`config.mk`:
```
export PLATFORM = sky130hd
export DESIGN_NAME = conv_layer_batch_scheduler
export DESIGN_NICKNAME = d
export VERILOG_FILES = /design/src/rtl/conv_layer_pkg.sv /design/src/rtl/conv_sched_edge_counter.sv /design/src/rtl/conv_layer_batch_scheduler.sv
export SDC_FILE = /design/constraint.sdc
export NUM_CORES = 1
export LEC_CHECK = 0
export ABC_CLOCK_PERIOD_IN_PS = 3150
export CORE_MARGIN = 1.5
export CORE_UTILIZATION = 51
export DETAILED_ROUTE_END_ITERATION = 16
export GPL_ROUTABILITY_DRIVEN = 0
export HOLD_SLACK_MARGIN = 0.03
export PLACE_DENSITY = 0.78
export SYNTH_ARGS = -nofsm -noshare
export SYNTH_HDL_FRONTEND = slang
export SYNTH_SLANG_ARGS = --single-unit
```
`constraint.sdc`:
```
create_clock -name clk -period 3.15 [get_ports clk]
set_clock_uncertainty 0.15 [all_clocks]
set_input_delay 0.63 -clock clk [delete_from_list [all_inputs] [get_ports clk]]
set_output_delay 0.63 -clock clk [all_outputs]
set_load 0.05 [all_outputs]
```
`src/rtl/conv_layer_pkg.sv`:
```
// Shared types and helpers for the convolution-layer batch scheduler.
// EXT_ADDR_WIDTH comes from the global define set; a 16-bit fallback keeps
// standalone builds working.
`ifndef EXT_ADDR_WIDTH
`define EXT_ADDR_WIDTH 16
`endif

package conv_layer_pkg;

  localparam int EXT_ADDR_WIDTH = `EXT_ADDR_WIDTH;

  typedef enum logic [2:0] {
    IDLE,
    GAP,
    WAIT_RDY,
    RUN,
    CHECK,
    DONE,
    ERR
  } sched_state_t;

  // Number of bits needed to hold values 0..value-1 (ceil(log2(value))).
  function automatic int logb2(input int value);
    int r;
    r = 0;
    for (int i = 0; i < 31; i++) begin
      if ((32'sd1 <<< i) < value) r = i + 1;
    end
    return r;
  endfunction

  // Feature rows expected from the layer for one image.
  function automatic int rows_per_image(input int array_size, input int total_weight);
    return array_size * total_weight;
  endfunction

endpackage

```
`src/rtl/conv_sched_edge_counter.sv`:
```
// Rising-edge detector on the layer's valid strobe feeding a saturating row
// counter. The counter saturates one above the expected row count so that an
// overrun can never wrap back onto the expected value.
module conv_sched_edge_counter #(
  parameter int SAT_VALUE = 25,
  parameter int CNT_WIDTH = 5
) (
  input  logic                 clk,
  input  logic                 rst_n,
  input  logic                 clr,
  input  logic                 en,
  input  logic                 valid,
  output logic                 rise,
  output logic [CNT_WIDTH-1:0] count
);

  localparam logic [CNT_WIDTH-1:0] SAT = CNT_WIDTH'(SAT_VALUE);

  logic valid_q;

  assign rise = valid & ~valid_q;

  // Track previous valid and count rising edges while enabled, up to SAT.
  always_ff @(posedge clk) begin
    if (!rst_n) begin
      valid_q <= 1'b0;
      count   <= '0;
    end else begin
      valid_q <= valid;
      if (clr) begin
        count <= '0;
      end else if (en && rise && (count != SAT)) begin
        count <= count + CNT_WIDTH'(1);
      end
    end
  end

endmodule

```
`src/rtl/conv_layer_batch_scheduler.sv`:
```
// Batch sequencer for conv_layer_top: gates the layer enable, offsets its ROM
// address by a per-image base and checks the row count of every image.
// Optional feature macro: CONV_SCHED_WATCHDOG_EN (RUN-state stall watchdog).
//
// state    | meaning
// ---------+-------------------------------------------------------------
// IDLE     | waiting for start
// WAIT_RDY | enable low, waiting for downstream out_ready
// RUN      | enable high, counting valid edges until image_calc_fin
// CHECK    | one cycle, compare row count, pick next image / done / error
// GAP      | enable low for GAP_CYCLES so the layer sees a restart edge
// DONE     | one-cycle done pulse
// ERR      | sticky error, waits for a new start
module conv_layer_batch_scheduler
  import conv_layer_pkg::*;
#(
  parameter int ARRAY_SIZE   = 6,
  parameter int TOTAL_WEIGHT = 4,
  parameter int IMAGE_STRIDE = 64,
  parameter int MAX_IMAGES   = 16,
  parameter int GAP_CYCLES   = 2,
  parameter int WDOG_CYCLES  = 4096,
  parameter int IMG_WIDTH    = logb2(MAX_IMAGES) + 1
) (
  input  logic                      clk,
  input  logic                      rst_n,
  input  logic                      start,
  input  logic [IMG_WIDTH-1:0]      num_images,
  input  logic                      out_ready,
  input  logic                      conv_valid,
  input  logic                      conv_image_calc_fin,
  input  logic [EXT_ADDR_WIDTH-1:0] conv_ext_rom_addr,
  output logic                      conv_enable,
  output logic [EXT_ADDR_WIDTH-1:0] ext_rom_addr,
  output logic [IMG_WIDTH-1:0]      image_idx,
  output logic                      busy,
  output logic                      done,
  output logic                      error
);

  localparam int ROWS_PER_IMAGE = rows_per_image(ARRAY_SIZE, TOTAL_WEIGHT);
  localparam int CNT_W = logb2(ROWS_PER_IMAGE + 2);
  localparam int GAP_W = (GAP_CYCLES > 2) ? logb2(GAP_CYCLES) : 1;

  localparam logic [CNT_W-1:0]          ROWS_CNT   = CNT_W'(ROWS_PER_IMAGE);
  localparam logic [EXT_ADDR_WIDTH-1:0] STRIDE     = EXT_ADDR_WIDTH'(IMAGE_STRIDE);
  localparam logic [GAP_W-1:0]          GAP_RELOAD = GAP_W'(GAP_CYCLES - 1);

  sched_state_t              state;
  logic [EXT_ADDR_WIDTH-1:0] base;
  logic [IMG_WIDTH-1:0]      last_idx;
  logic [GAP_W-1:0]          gap_cnt;
  logic [CNT_W-1:0]          row_cnt;
  logic                      rise;
  logic                      cnt_clr;
  logic                      cnt_en;
  logic                      wdog_expired;

  assign ext_rom_addr = base + conv_ext_rom_addr;
  assign cnt_clr      = (state == WAIT_RDY) && out_ready;
  assign cnt_en       = (state == RUN);

  conv_sched_edge_counter #(
    .SAT_VALUE (ROWS_PER_IMAGE + 1),
    .CNT_WIDTH (CNT_W)
  ) u_edge_counter (
    .clk   (clk),
    .rst_n (rst_n),
    .clr   (cnt_clr),
    .en    (cnt_en),
    .valid (conv_valid),
    .rise  (rise),
    .count (row_cnt)
  );

`ifdef CONV_SCHED_WATCHDOG_EN
  localparam int WDOG_W = (WDOG_CYCLES > 2) ? logb2(WDOG_CYCLES) : 1;
  localparam logic [WDOG_W-1:0] WDOG_RELOAD = WDOG_W'(WDOG_CYCLES - 1);

  logic [WDOG_W-1:0] wdog_cnt;

  // Down-counter reloaded outside RUN and on every valid edge inside RUN.
  always_ff @(posedge clk) begin
    if (!rst_n) begin
      wdog_cnt <= WDOG_RELOAD;
    end else if ((state != RUN) || rise) begin
      wdog_cnt <= WDOG_RELOAD;
    end else if (wdog_cnt != '0) begin
      wdog_cnt <= wdog_cnt - WDOG_W'(1);
    end
  end

  assign wdog_expired = (state == RUN) && !rise && (wdog_cnt == '0);
`else
  // Watchdog compiled out: the term is constant zero for any legal
  // WDOG_CYCLES, so RUN waits for image_calc_fin indefinitely.
  assign wdog_expired = rise & (WDOG_CYCLES < 0);
`endif

  // Batch sequencing FSM with registered outputs.
  always_ff @(posedge clk) begin
    if (!rst_n) begin
      state       <= IDLE;
      conv_enable <= 1'b0;
      busy        <= 1'b0;
      done        <= 1'b0;
      error       <= 1'b0;
      image_idx   <= '0;
      base        <= '0;
      last_idx    <= '0;
      gap_cnt     <= '0;
    end else begin
      done <= 1'b0;
      case (state)
        IDLE, ERR: begin
          if (start) begin
            last_idx    <= (num_images == '0) ? '0 : num_images - IMG_WIDTH'(1);
            image_idx   <= '0;
            base        <= '0;
            error       <= 1'b0;
            busy        <= 1'b1;
            conv_enable <= 1'b0;
            state       <= WAIT_RDY;
          end
        end
        WAIT_RDY: begin
          if (out_ready) begin
            conv_enable <= 1'b1;
            state       <= RUN;
          end
        end
        RUN: begin
          if (conv_image_calc_fin) begin
            conv_enable <= 1'b0;
            state       <= CHECK;
          end else if (wdog_expired) begin
            conv_enable <= 1'b0;
            busy        <= 1'b0;
            error       <= 1'b1;
            state       <= ERR;
          end
        end
        CHECK: begin
          if (row_cnt != ROWS_CNT) begin
            busy  <= 1'b0;
            error <= 1'b1;
            state <= ERR;
          end else if (image_idx == last_idx) begin
            busy  <= 1'b0;
            done  <= 1'b1;
            state <= DONE;
          end else begin
            image_idx <= image_idx + IMG_WIDTH'(1);
            base      <= base + STRIDE;
            gap_cnt   <= GAP_RELOAD;
            state     <= GAP;
          end
        end
        GAP: begin
          if (gap_cnt == '0) begin
            state <= WAIT_RDY;
          end else begin
            gap_cnt <= gap_cnt - GAP_W'(1);
          end
        end
        DONE: begin
          state <= IDLE;
        end
        default: begin
          conv_enable <= 1'b0;
          busy        <= 1'b0;
          state       <= IDLE;
        end
      endcase
    end
  end

endmodule

```
Yosys cells after proc, flatten, opt, wreduce, memory -nomap -nowiden:

Index checks and enable logic that the tools add are counted.

* register bits: 40
* output and inout bits: 25
* logic and storage cells: 90

* add/sub/neg operators: 6
* equality and inequality tests: 17
* mux-type cells: 31
* bitwise logic cells: 6
* reductions and logical operators: 19

Operators with widths (number)
* 16-bit 2-to-1 mux: 3
* 16-bit case mux with 2 select lines: 1
* 5-bit 2-to-1 mux: 4
* 3-bit 2-to-1 mux: 6
* 16-bit adder: 1
* 16-bit by 7-bit adder with 16-bit output (second input constant): 1
* 3-bit case mux with 5 select lines: 1
* 2-bit != test (second input constant): 7
* 4-bit AND reduction: 3
* 1-bit 2-to-1 mux: 11
* 5-bit by 1-bit adder with 5-bit output (second input constant): 2
* 5-bit != test (second input constant): 2
* 5-bit case mux with 2 select lines: 1
* 3-bit equality test (second input constant): 3
* 3-bit AND reduction: 3
* 3-bit by 2-bit equality test with 1-bit output (second input constant): 2
* 3-bit OR reduction: 2
* 5-bit equality test: 1
* 5-bit logical NOT: 1
* 1-bit inverter: 5
* 5-bit by 1-bit subtractor with 5-bit output (second input constant): 1
* 1-bit case mux with 2 select lines: 2
* 1-bit case mux with 4 select lines: 1
* 2-bit nonzero test: 2
* other kinds (10): 13

Longest topological paths before layout:

Gate-level depths: netlist of the first run.

* word-level depth: 4
* mapped depth: 8
* mapped depth without buffers: 7

Modules after synthesis:

A second synthesis of the first run with hierarchy kept.

* cells, all modules: 277
* area total of the unflattened synthesis: 2220.9 um^2

By module, submodules not included
* conv_layer_batch_scheduler: times used 1, cells each 243, area an instance 1918.1 um^2, seq. area each 560.5 um^2
* conv_sched_edge_counter: times used 1, cells each 34, area an instance 302.8 um^2, seq. area each 120.1 um^2

Least setup slack after synthesis of the first run:

Ideal clock, no wire load.

* path type: input -> output
* from: in conv_ext_rom_addr[10]
* to: out ext_rom_addr[15]
* arrival: 2.875 ns
* setup slack: -0.505 ns
* stages on the path: 6
* cell sequence: ha_1 a21o_1 a211oi_1 or3_1 o311ai_0 a311oi_1

* cells in the longest elaborated chain, start to end: 1

RTL lines
* from (decl): RTL line conv_layer_batch_scheduler.sv:32 `input logic [EXT_ADDR_WIDTH-1:0] conv_ext_rom_addr,`
* 16-bit adder: RTL line conv_layer_batch_scheduler.sv:59 `assign ext_rom_addr = base + conv_ext_rom_addr;`
* to (decl): RTL line conv_layer_batch_scheduler.sv:34 `output logic [EXT_ADDR_WIDTH-1:0] ext_rom_addr,`

Every way passes these cells.

Final worst setup path of the first run:

* from: in conv_ext_rom_addr[13]
* to: out ext_rom_addr[15]

Same word-level chain as after synthesis.

==> flow_summary_export.csv, run 1 <==
group,metric,value,unit
status,status,"completed",
timing,relSlewSlack,0.5814,
floorplan,dieWidth,70.30,um
cells_and_area,nFillCells,310,
worst_setup_path,crit_path_end_kind,"primary output",
floorplan,pin_count,52,
power,p_seq_frac,0.373,
global_route,grt_start_max_net_pins,20,
power,clkPwrFrac,0.272,
synthesis,synth-edff-count,0,
timing,maxSlewViolCount,0,
routing,route.top_layer_used,"met4",
synthesis,yosysMostFrequentCell,"dfxtp_1",
clock_network,cts-buffers-inserted,5,
placement,place_area,0.003060,sq mm
power,power_density,375.9,mW/mm^2
cells_and_area,seq_area,680.7,sq um
power,irDropWorstVdd,215.6,uV
run,cap_violations,0,
timing,hold_violations,0,
cells_and_area,fin_cells,407,
floorplan,coreArea,0.004354,sq mm
synthesis,async_reset_ff_frac,0,
worst_setup_path,path_class,"input pin to primary output",
timing,worst_slew_pin_slew,0.6121,ns
routing,dr.pass1.iters,4,
clock_network,holdBufCountCts,0,
timing,timing.final.crit_period,3.132,ns
cells_and_area,drive_above_1_share,0.2169,
routing,ant_nets,0,
worst_setup_path,cp_max_fo,3,
floorplan,fp.dieArea,0.004941,sq mm
floorplan,die_h,70.30,um
routing,route.met3.wl,351,um
global_route,grt_antenna_before_repair,0,
cells_and_area,diodes,0,
global_route,grt_pass1_vias,2257,
cells_and_area,final_area,0.003362,sq mm
timing,fmax,319.3,MHz
timing,grt_setup_unrepaired,"yes",
synthesis,synth_top_area_frac,0.2947,
worst_setup_path,arrival,2.35,ns
clock_network,cts_tree,"done",
synthesis,synth.top_cells.by_count,"dfxtp_1, nand2_1, nor2_1",
synthesis,netlist_instances,283,
routing,met2_wirelength,3.150,mm
power,p_int,0.8136,mW
placement,port-buffer-count,47,
placement,dp_hpwl,4.311,mm
floorplan,start_util,0.5305,
routing,drc,0,
worst_setup_path,worstSetupStartpointType,"input pin",
global_route,grt_use_total,0.2560,
clock_network,clockBufferDepth,2,
timing,period_share,0.9942,
routing,route.vias.total,2370,
synthesis,ys_warn_count,0,
power,swShare,0.3562,
floorplan,std_cell_rows,24,
routing,vias_per_cell,5.823,
synthesis,synth.area.mux_share,0.01733,
synthesis,yosysSeqAreaShare,0.2947,
cells_and_area,multi_input_area,0.001743,sq mm
synthesis,synth_fa_ha_area_frac,0.09209,
synthesis,synthTopCellsByArea,"dfxtp_1, ha_1, xnor2_1",
worst_setup_path,max_stage_delay,0.43,ns
power,p_leak,1.318,nW
cells_and_area,final_nets,398,
worst_setup_path,critPathSlowestCell,"clkdlybuf4s50_1",
routing,wire_per_inst,15.77,um
clock_network,cts-root-buf,"clkbuf_8",
synthesis,synth_compound_area_frac,0.2113,
cells_and_area,area_delta_synth_final,45.56,%
routing,totalWireLength,6.418,mm
clock_network,cts_max_level,2,
power,pwr-share-comb,0.356,
placement,dpl.cell_count,394,
synthesis,synth.distinct_cells,55,
synthesis,synthesis.area,0.002310,sq mm
power,p_total,1.264,mW
worst_hold_path,min_path_type,"flop to flop",
synthesis,synth_top_family_by_area,"simple AND/OR/NAND/NOR gates",
global_route,grt-ovfl-total,0,
clock_network,insertion_delay,0.29,ns
clock_network,clk_pin_slew,0.07,ns
synthesis,synth-xor-area-share,0.08342,
cells_and_area,utilization,0.7721,
worst_setup_path,crit_chain,"clkdlybuf4s50_1 -> ha_1 -> and2_1 -> o21ai_2 -> o311ai_4 -> a311oi_4 -> clkbuf_16",
synthesis,yosysTopAreaCell,"dfxtp_1",
synthesis,synth_ff_type,"dfxtp_1",
global_route,grt_pass1_wl,10.23,mm
timing,setup_violations,0,
clock_network,numClockSinks,34,
power,p_switching,0.4502,mW
synthesis,avgSynthCellArea,8.162,sq um
worst_setup_path,critPathRequiredTime,2.37,ns
synthesis,synth-seq-cells,34,
routing,drt_iter0_markers,220,
synthesis,synth-simple-area-share,0.2611,
routing,wl_met1,2.787,mm
[layout by cell type, fill, tap and decap left out, drive strengths merged, types with 3 or more instances in the layout]
cell type      Yosys  final
buf                8     39
dfxtp             34     34
clkdlybuf4s50      0     28
nand2             26     26
nor2              22     22
a21oi             20     20
o21ai             19     19
ha                17     17
nand3             14     14
xnor2             14     14
xor2               8      8
inv                7      7
nor3               7      7
clkbuf             4      7
o31ai              6      6
or4                6      6
a211oi             6      6
a21o               5      5
dlygate4sd2        0      5
nand2b             5      5
a31oi              4      4
nor2b              4      4
mux2i              4      4
and2               3      3
nand4              3      3
nor3b              3      3
or3                3      3
[flip-flops by register name, indices dropped and copies added, names as in the netlist]
name and flops:
base 10, conv_enable 1, error 1, last_idx 5, image_idx 5, done 1, state 3, gap_cnt 1
u_edge_counter.count 5, busy 1, u_edge_counter.valid_q 1
[critical path: cells and delay by family]
kind                       cells  cell delay, ns
and+or+nand+nor                1            0.18
adders and majority gates      1            0.25
AOI/OAI and AO/OA              3            0.64
buffers and inverters          2            0.65
[worst paths after layout]
check / from / to / slack [ns] / cells past startpoint
min reg2reg: last_idx[3] / last_idx[3] / 0.32 / 2
max reg2reg: u_edge_counter.count[0] / base[13] / 0.76 / 7
min: last_idx[3] / last_idx[3] / 0.32 / 2
max: conv_ext_rom_addr[13] / ext_rom_addr[15] / 0.02 / 7
[logic make-up after synthesis]
kind of cell	after synthesis
AO/OA/AOI/OAI	76
flip-flops	34
adder cells (fa/ha/maj)	17
multiplexers	4
other	1
AND/OR/NAND/NOR	110
buffers and inverters	19
XOR/XNOR	22
[per-layer routing]
layer / vias up / global-route usage
li1: 1181 / -
met1: 1101 / 0.3215
met2: 74 / 0.4266
met3: 14 / 0.05195
met4: 0 / 0.1026
met5: - / 0
[timing repair]
action / in CTS / in global routing
endpoints found under the hold margin: 0 / 0
setup endpoints to repair: 4 / 2
setup buffers: 3 / 2
resized for setup: 19 / 14
pin swaps: 11 / 9
[stage by stage]
stage / setup slack [ns] / setup TNS [ns] / hold slack, ns
after floorplan: 0.02064 / 0 / 0.2879
after global routing: -0.04986 / -0.04986 / 0.3451
after CTS: 0.02737 / 0 / 0.3298
after detailed placement: -0.2776 / -0.9351 / 0.3187
after global placement: -0.2465 / -0.8086 / 0.3050
final: 0.01833 / 0 / 0.3219
[final cells by class]
class,instances,area share
Inverter,7,0.007815
Timing Repair Buffer,75,0.2237
Sequential cell,34,0.2025
Tap cell,52,0.01935
Clock buffer,6,0.02456
Multi-Input combinational cell,231,0.5184
Clock inverter,2,0.003722
[power by group through the flow]
stage / registers [mW] / clock network, mW / logic [mW]
after floorplan: 0.502 / 0 / 0.271
after global placement: 0.479 / 0 / 0.425
after detailed placement: 0.480 / 0 / 0.432
after CTS: 0.470 / 0.347 / 0.438
after global routing: 0.474 / 0.363 / 0.487
final: 0.471 / 0.343 / 0.449
No activity file was read; power rests on OpenSTA's default activity.
==> run 2: changes to the inputs <==
- CORE_UTILIZATION: 51 -> 60
- DONT_BUFFER_PORTS: not set -> 1
- GPL_TIMING_DRIVEN: not set -> 0
- PLACE_DENSITY: 0.78 -> 0.82
==> flow_summary_export.csv, run 2 (same netlist as run 1, synthesis figures left out) <==
group,metric,value,unit
cells_and_area,largest_reg_flops,10,
timing,tns,0,ns
placement,dp_hpwl,3.854,mm
timing,period_share,0.9688,
cells_and_area,fin_cells,339,
timing,hold_slack,0.2924,ns
cells_and_area,nFillCells,303,
cells_and_area,final_area,0.002589,sq mm
routing,ant_nets,0,
power,irDropWorstVdd,410.3,uV
clock_network,cts_max_level,2,
worst_setup_path,worstSetupStartpointType,"flop",
clock_network,numClockSinks,34,
floorplan,coreArea,0.003689,sq mm
clock_network,cts-root-buf,"clkbuf_8",
worst_setup_path,crit_chain,"ha_4 -> a21oi_1 -> o211ai_1 -> a311o_1 -> a21oi_4 -> xnor2_4",
cells_and_area,largest_register,"base",
cells_and_area,seq_area,684.4,sq um
global_route,grt_use_total,0.2636,
worst_setup_path,path_class,"flop to primary output",
cells_and_area,utilization,0.7018,
floorplan,pin_count,52,
timing,fmax,327.7,MHz
timing,setup_violations,0,
power,power_density,449.8,mW/mm^2
clock_network,holdBufCountCts,0,
timing,grt_setup_unrepaired,"no",
routing,route.vias.total,2107,
timing,maxSlewViolCount,0,
worst_setup_path,crit_family,"compound AO/OA/AOI/OAI gates",
routing,totalWireLength,5.199,mm
worst_setup_path,max_stage_delay,0.43,ns
cells_and_area,mostFrequentLayoutCell,"dfxtp_1",
global_route,grt_start_max_net_pins,11,
timing,hold_violations,0,
cells_and_area,diodes,0,
clock_network,clk_pin_slew,0.07,ns
worst_hold_path,min_path_type,"input pin to flop",
global_route,grt_pass1_vias,1926,
worst_setup_path,critPathRequiredTime,2.37,ns
timing,relSlewSlack,0.2622,
power,p_leak,0.9961,nW
floorplan,fp.dieArea,0.004231,sq mm
cells_and_area,multi_input_area,0.001668,sq mm
floorplan,start_util,0.6262,
floorplan,dieWidth,65.05,um
worst_setup_path,arrival,2.27,ns
clock_network,clockBufferDepth,2,
status,status,"completed",
global_route,grt_pass1_wl,8.680,mm
worst_setup_path,path_buf_inv,0,
timing,timing.final.crit_period,3.052,ns
global_route,grt_antenna_before_repair,0,
clock_network,insertion_delay,0.30,ns
cells_and_area,area_delta_synth_final,12.08,%
worst_setup_path,cp_max_fo,8,
worst_setup_path,critPathSlowestCell,"dfxtp_2",
cells_and_area,final_nets,334,
clock_network,cts_tree,"done",
timing,layout_setup_ws,0.09814,ns
placement,port-buffer-count,0,
placement,dp_slack,-0.1233,ns
routing,dr.pass1.iters,4,
routing,drc,0,
placement,place_area,0.002405,sq mm
routing,drt_iter0_markers,106,
timing,worst_slew_pin_slew,1.099,ns
power,p_total,1.164,mW
floorplan,die_h,65.05,um
cells_and_area,drive_above_1_share,0.1340,
floorplan,std_cell_rows,22,
routing,wire_per_inst,15.34,um
placement,dpl.cell_count,332,
cells_and_area,layout_common_cells,"dfxtp_1, nand2_1, nor2_1, a21oi_1, o21ai_0",
run,cap_violations,0,
worst_setup_path,crit_path_end_kind,"primary output",
routing,vias_per_cell,6.215,
global_route,grt-ovfl-total,0,
clock_network,cts-buffers-inserted,5,
## run 2: cell count changes in the layout (fill, tap and decap cells not counted), moves of 6 or more
cell,delta
buf_12,-7
buf_4,-29
ha_1,+6
clkdlybuf4s50_1,-28
## run 2: per-layer routing
| metal | up-vias | track usage | part of all wire |
|---|---|---|---|
| met1 | 973 | 0.3391 | 0.45 |
| li1 | 1049 | - | - |
| met4 | 0 | 0.09115 | 0.017 |
| met5 | - | 0 | 0 |
| met3 | 9 | 0.06944 | 0.068 |
| met2 | 76 | 0.4278 | 0.47 |
## run 2: cell type report
type | instances | share of cell area
well taps | 48 | 0.02320
flip-flops and latches | 34 | 0.2644
clock inverters | 1 | 0.001933
plain buffers | 11 | 0.02272
clock buffers | 7 | 0.03335
inverters | 7 | 0.01015
multi-input cells | 231 | 0.6443
## run 2: where the power goes
group	total (mW)	internal (mW)	switching, mW
sequential	0.497	0.455	0.0425
clock	0.338	0.176	0.162
combinational	0.329	0.111	0.219
## run 2: timing repair
| action | 4_1_cts | 5_1_grt |
|---|---|---|
| pin swaps | 1 | 5 |
| gates resized for setup | 13 | 4 |
| buffers inserted | 0 | 0 |
| endpoints found under the setup margin | 6 | 3 |
## run 2: worst register-to-register path: stages (launching register included)
cell and delay (ns):
dfxtp_1 0.73, xnor2_1 0.19, nand3_1 0.20, nor3_4 0.38, buf_2 0.28, o21ai_0 0.11
a21oi_1 0.16
## run 2: final timing paths
| check | end | startpoint | cells after the start | slack [ns] |
|---|---|---|---|---|
| max | ext_rom_addr[14] | base[7] | 6 | 0.1 |
| min | last_idx[0] | num_images[0] | 1 | 0.29 |
| max reg2reg | image_idx[1] | image_idx[0] | 6 | 0.87 |
| min reg2reg | last_idx[3] | last_idx[3] | 2 | 0.31 |
==> run 3: changes to the inputs <==
- CORE_MARGIN: 1.5 -> 10
==> flow_summary_export.csv, run 3 (same netlist as run 1, synthesis figures left out) <==
group,metric,value,unit
timing,timing.final.crit_period,3.030,ns
clock_network,cts-root-buf,"clkbuf_8",
routing,dr.pass1.iters,5,
clock_network,clockBufferDepth,2,
routing,wire_per_inst,16.08,um
timing,tns,0,ns
cells_and_area,largest_reg_flops,10,
worst_setup_path,cp_max_fo,8,
cells_and_area,nFillCells,281,
power,irDropWorstVdd,327.6,uV
routing,totalWireLength,5.450,mm
routing,route.vias.total,2100,
clock_network,clk_pin_slew,0.07,ns
worst_setup_path,worstSetupStartpointType,"flop",
worst_hold_path,min_path_type,"input pin to flop",
placement,dp_hpwl,4.152,mm
floorplan,coreArea,0.003689,sq mm
routing,vias_per_cell,6.195,
worst_setup_path,critPathRequiredTime,2.37,ns
floorplan,die_h,82.05,um
worst_setup_path,crit_family,"compound AO/OA/AOI/OAI gates",
global_route,grt_antenna_before_repair,0,
power,p_total,1.228,mW
global_route,grt-ovfl-total,0,
routing,ant_nets,0,
cells_and_area,fin_cells,339,
clock_network,cts-buffers-inserted,5,
global_route,grt_use_total,0.1658,
global_route,grt_start_max_net_pins,12,
cells_and_area,drive_above_1_share,0.1375,
routing,drt_iter0_markers,199,
cells_and_area,largest_register,"base",
clock_network,cts_max_level,2,
cells_and_area,final_area,0.002611,sq mm
cells_and_area,mostFrequentLayoutCell,"dfxtp_1",
placement,place_area,0.002405,sq mm
clock_network,numClockSinks,34,
cells_and_area,final_nets,334,
worst_setup_path,max_stage_delay,0.57,ns
cells_and_area,multi_input_area,0.001672,sq mm
worst_setup_path,path_buf_inv,0,
cells_and_area,utilization,0.7079,
clock_network,cts_tree,"done",
floorplan,start_util,0.6262,
placement,dpl.cell_count,332,
timing,period_share,0.9618,
floorplan,fp.dieArea,0.006731,sq mm
routing,drc,0,
floorplan,dieWidth,82.05,um
placement,dp_slack,-0.1526,ns
cells_and_area,area_delta_synth_final,13.06,%
cells_and_area,diodes,0,
timing,relSlewSlack,0.2267,
worst_setup_path,crit_chain,"ha_4 -> a21o_1 -> a21oi_2 -> a211oi_2 -> nor2_1 -> a311oi_4",
timing,setup_violations,0,
cells_and_area,seq_area,684.4,sq um
worst_setup_path,arrival,2.25,ns
run,cap_violations,0,
placement,port-buffer-count,0,
timing,maxSlewViolCount,0,
global_route,grt_pass1_vias,1948,
cells_and_area,layout_common_cells,"dfxtp_1, nand2_1, nor2_1, a21oi_1, o21ai_0",
floorplan,std_cell_rows,22,
timing,worst_slew_pin_slew,1.152,ns
timing,hold_slack,0.3144,ns
power,p_leak,1.001,nW
timing,layout_setup_ws,0.1202,ns
timing,hold_violations,0,
floorplan,pin_count,52,
clock_network,insertion_delay,0.29,ns
worst_setup_path,critPathSlowestCell,"a311oi_4",
timing,fmax,330.1,MHz
clock_network,holdBufCountCts,0,
worst_setup_path,crit_path_end_kind,"primary output",
worst_setup_path,path_class,"flop to primary output",
power,power_density,470.4,mW/mm^2
status,status,"completed",
global_route,grt_pass1_wl,9.045,mm
-- run 3: changes by cell type in the layout (fill, tap and decap cells not counted) --
cell        delta
a21oi_1        -1
a21oi_2        +1
bufinv_16      +1
clkbuf_8       -1
clkinv_2       -1
clkinvlp_4     +1
-- run 3: cell type report --
class,instances,share of cell area
buffer,11,0.02252
clock buffer,6,0.02779
clock inverter,2,0.01437
inverter,7,0.01006
multi-input combinational,231,0.6402
sequential,34,0.2621
tap,48,0.02300
-- run 3: final timing paths --
check | start | to | slack [ns] | cells past startpoint
min | rst_n | u_edge_counter.valid_q | 0.31 | 1
max reg2reg | image_idx[0] | base[15] | 0.84 | 5
min reg2reg | last_idx[3] | last_idx[3] | 0.32 | 2
max | base[7] | ext_rom_addr[15] | 0.12 | 6
-- run 3: layer usage --
layer | share of wire | routed length (um) | track usage
met2 | 0.46 | 2495 | 0.2719
met4 | 0.012 | 65 | 0.04252
met5 | 0 | 0 | 0
met3 | 0.094 | 512 | 0.06004
met1 | 0.44 | 2376 | 0.2011
-- run 3: power by group --
part           leakage, nW  total, mW  switching, mW  internal (mW)
sequential           0.277      0.498         0.0431          0.454
combinational        0.672      0.331          0.220          0.111
clock               0.0514      0.400          0.164          0.236
-- run 3: repair_timing --
item | CTS | global route
pin swaps | 2 | 1
setup endpoints to repair | 6 | 3
setup buffers | 0 | 0
resized for setup | 9 | 8
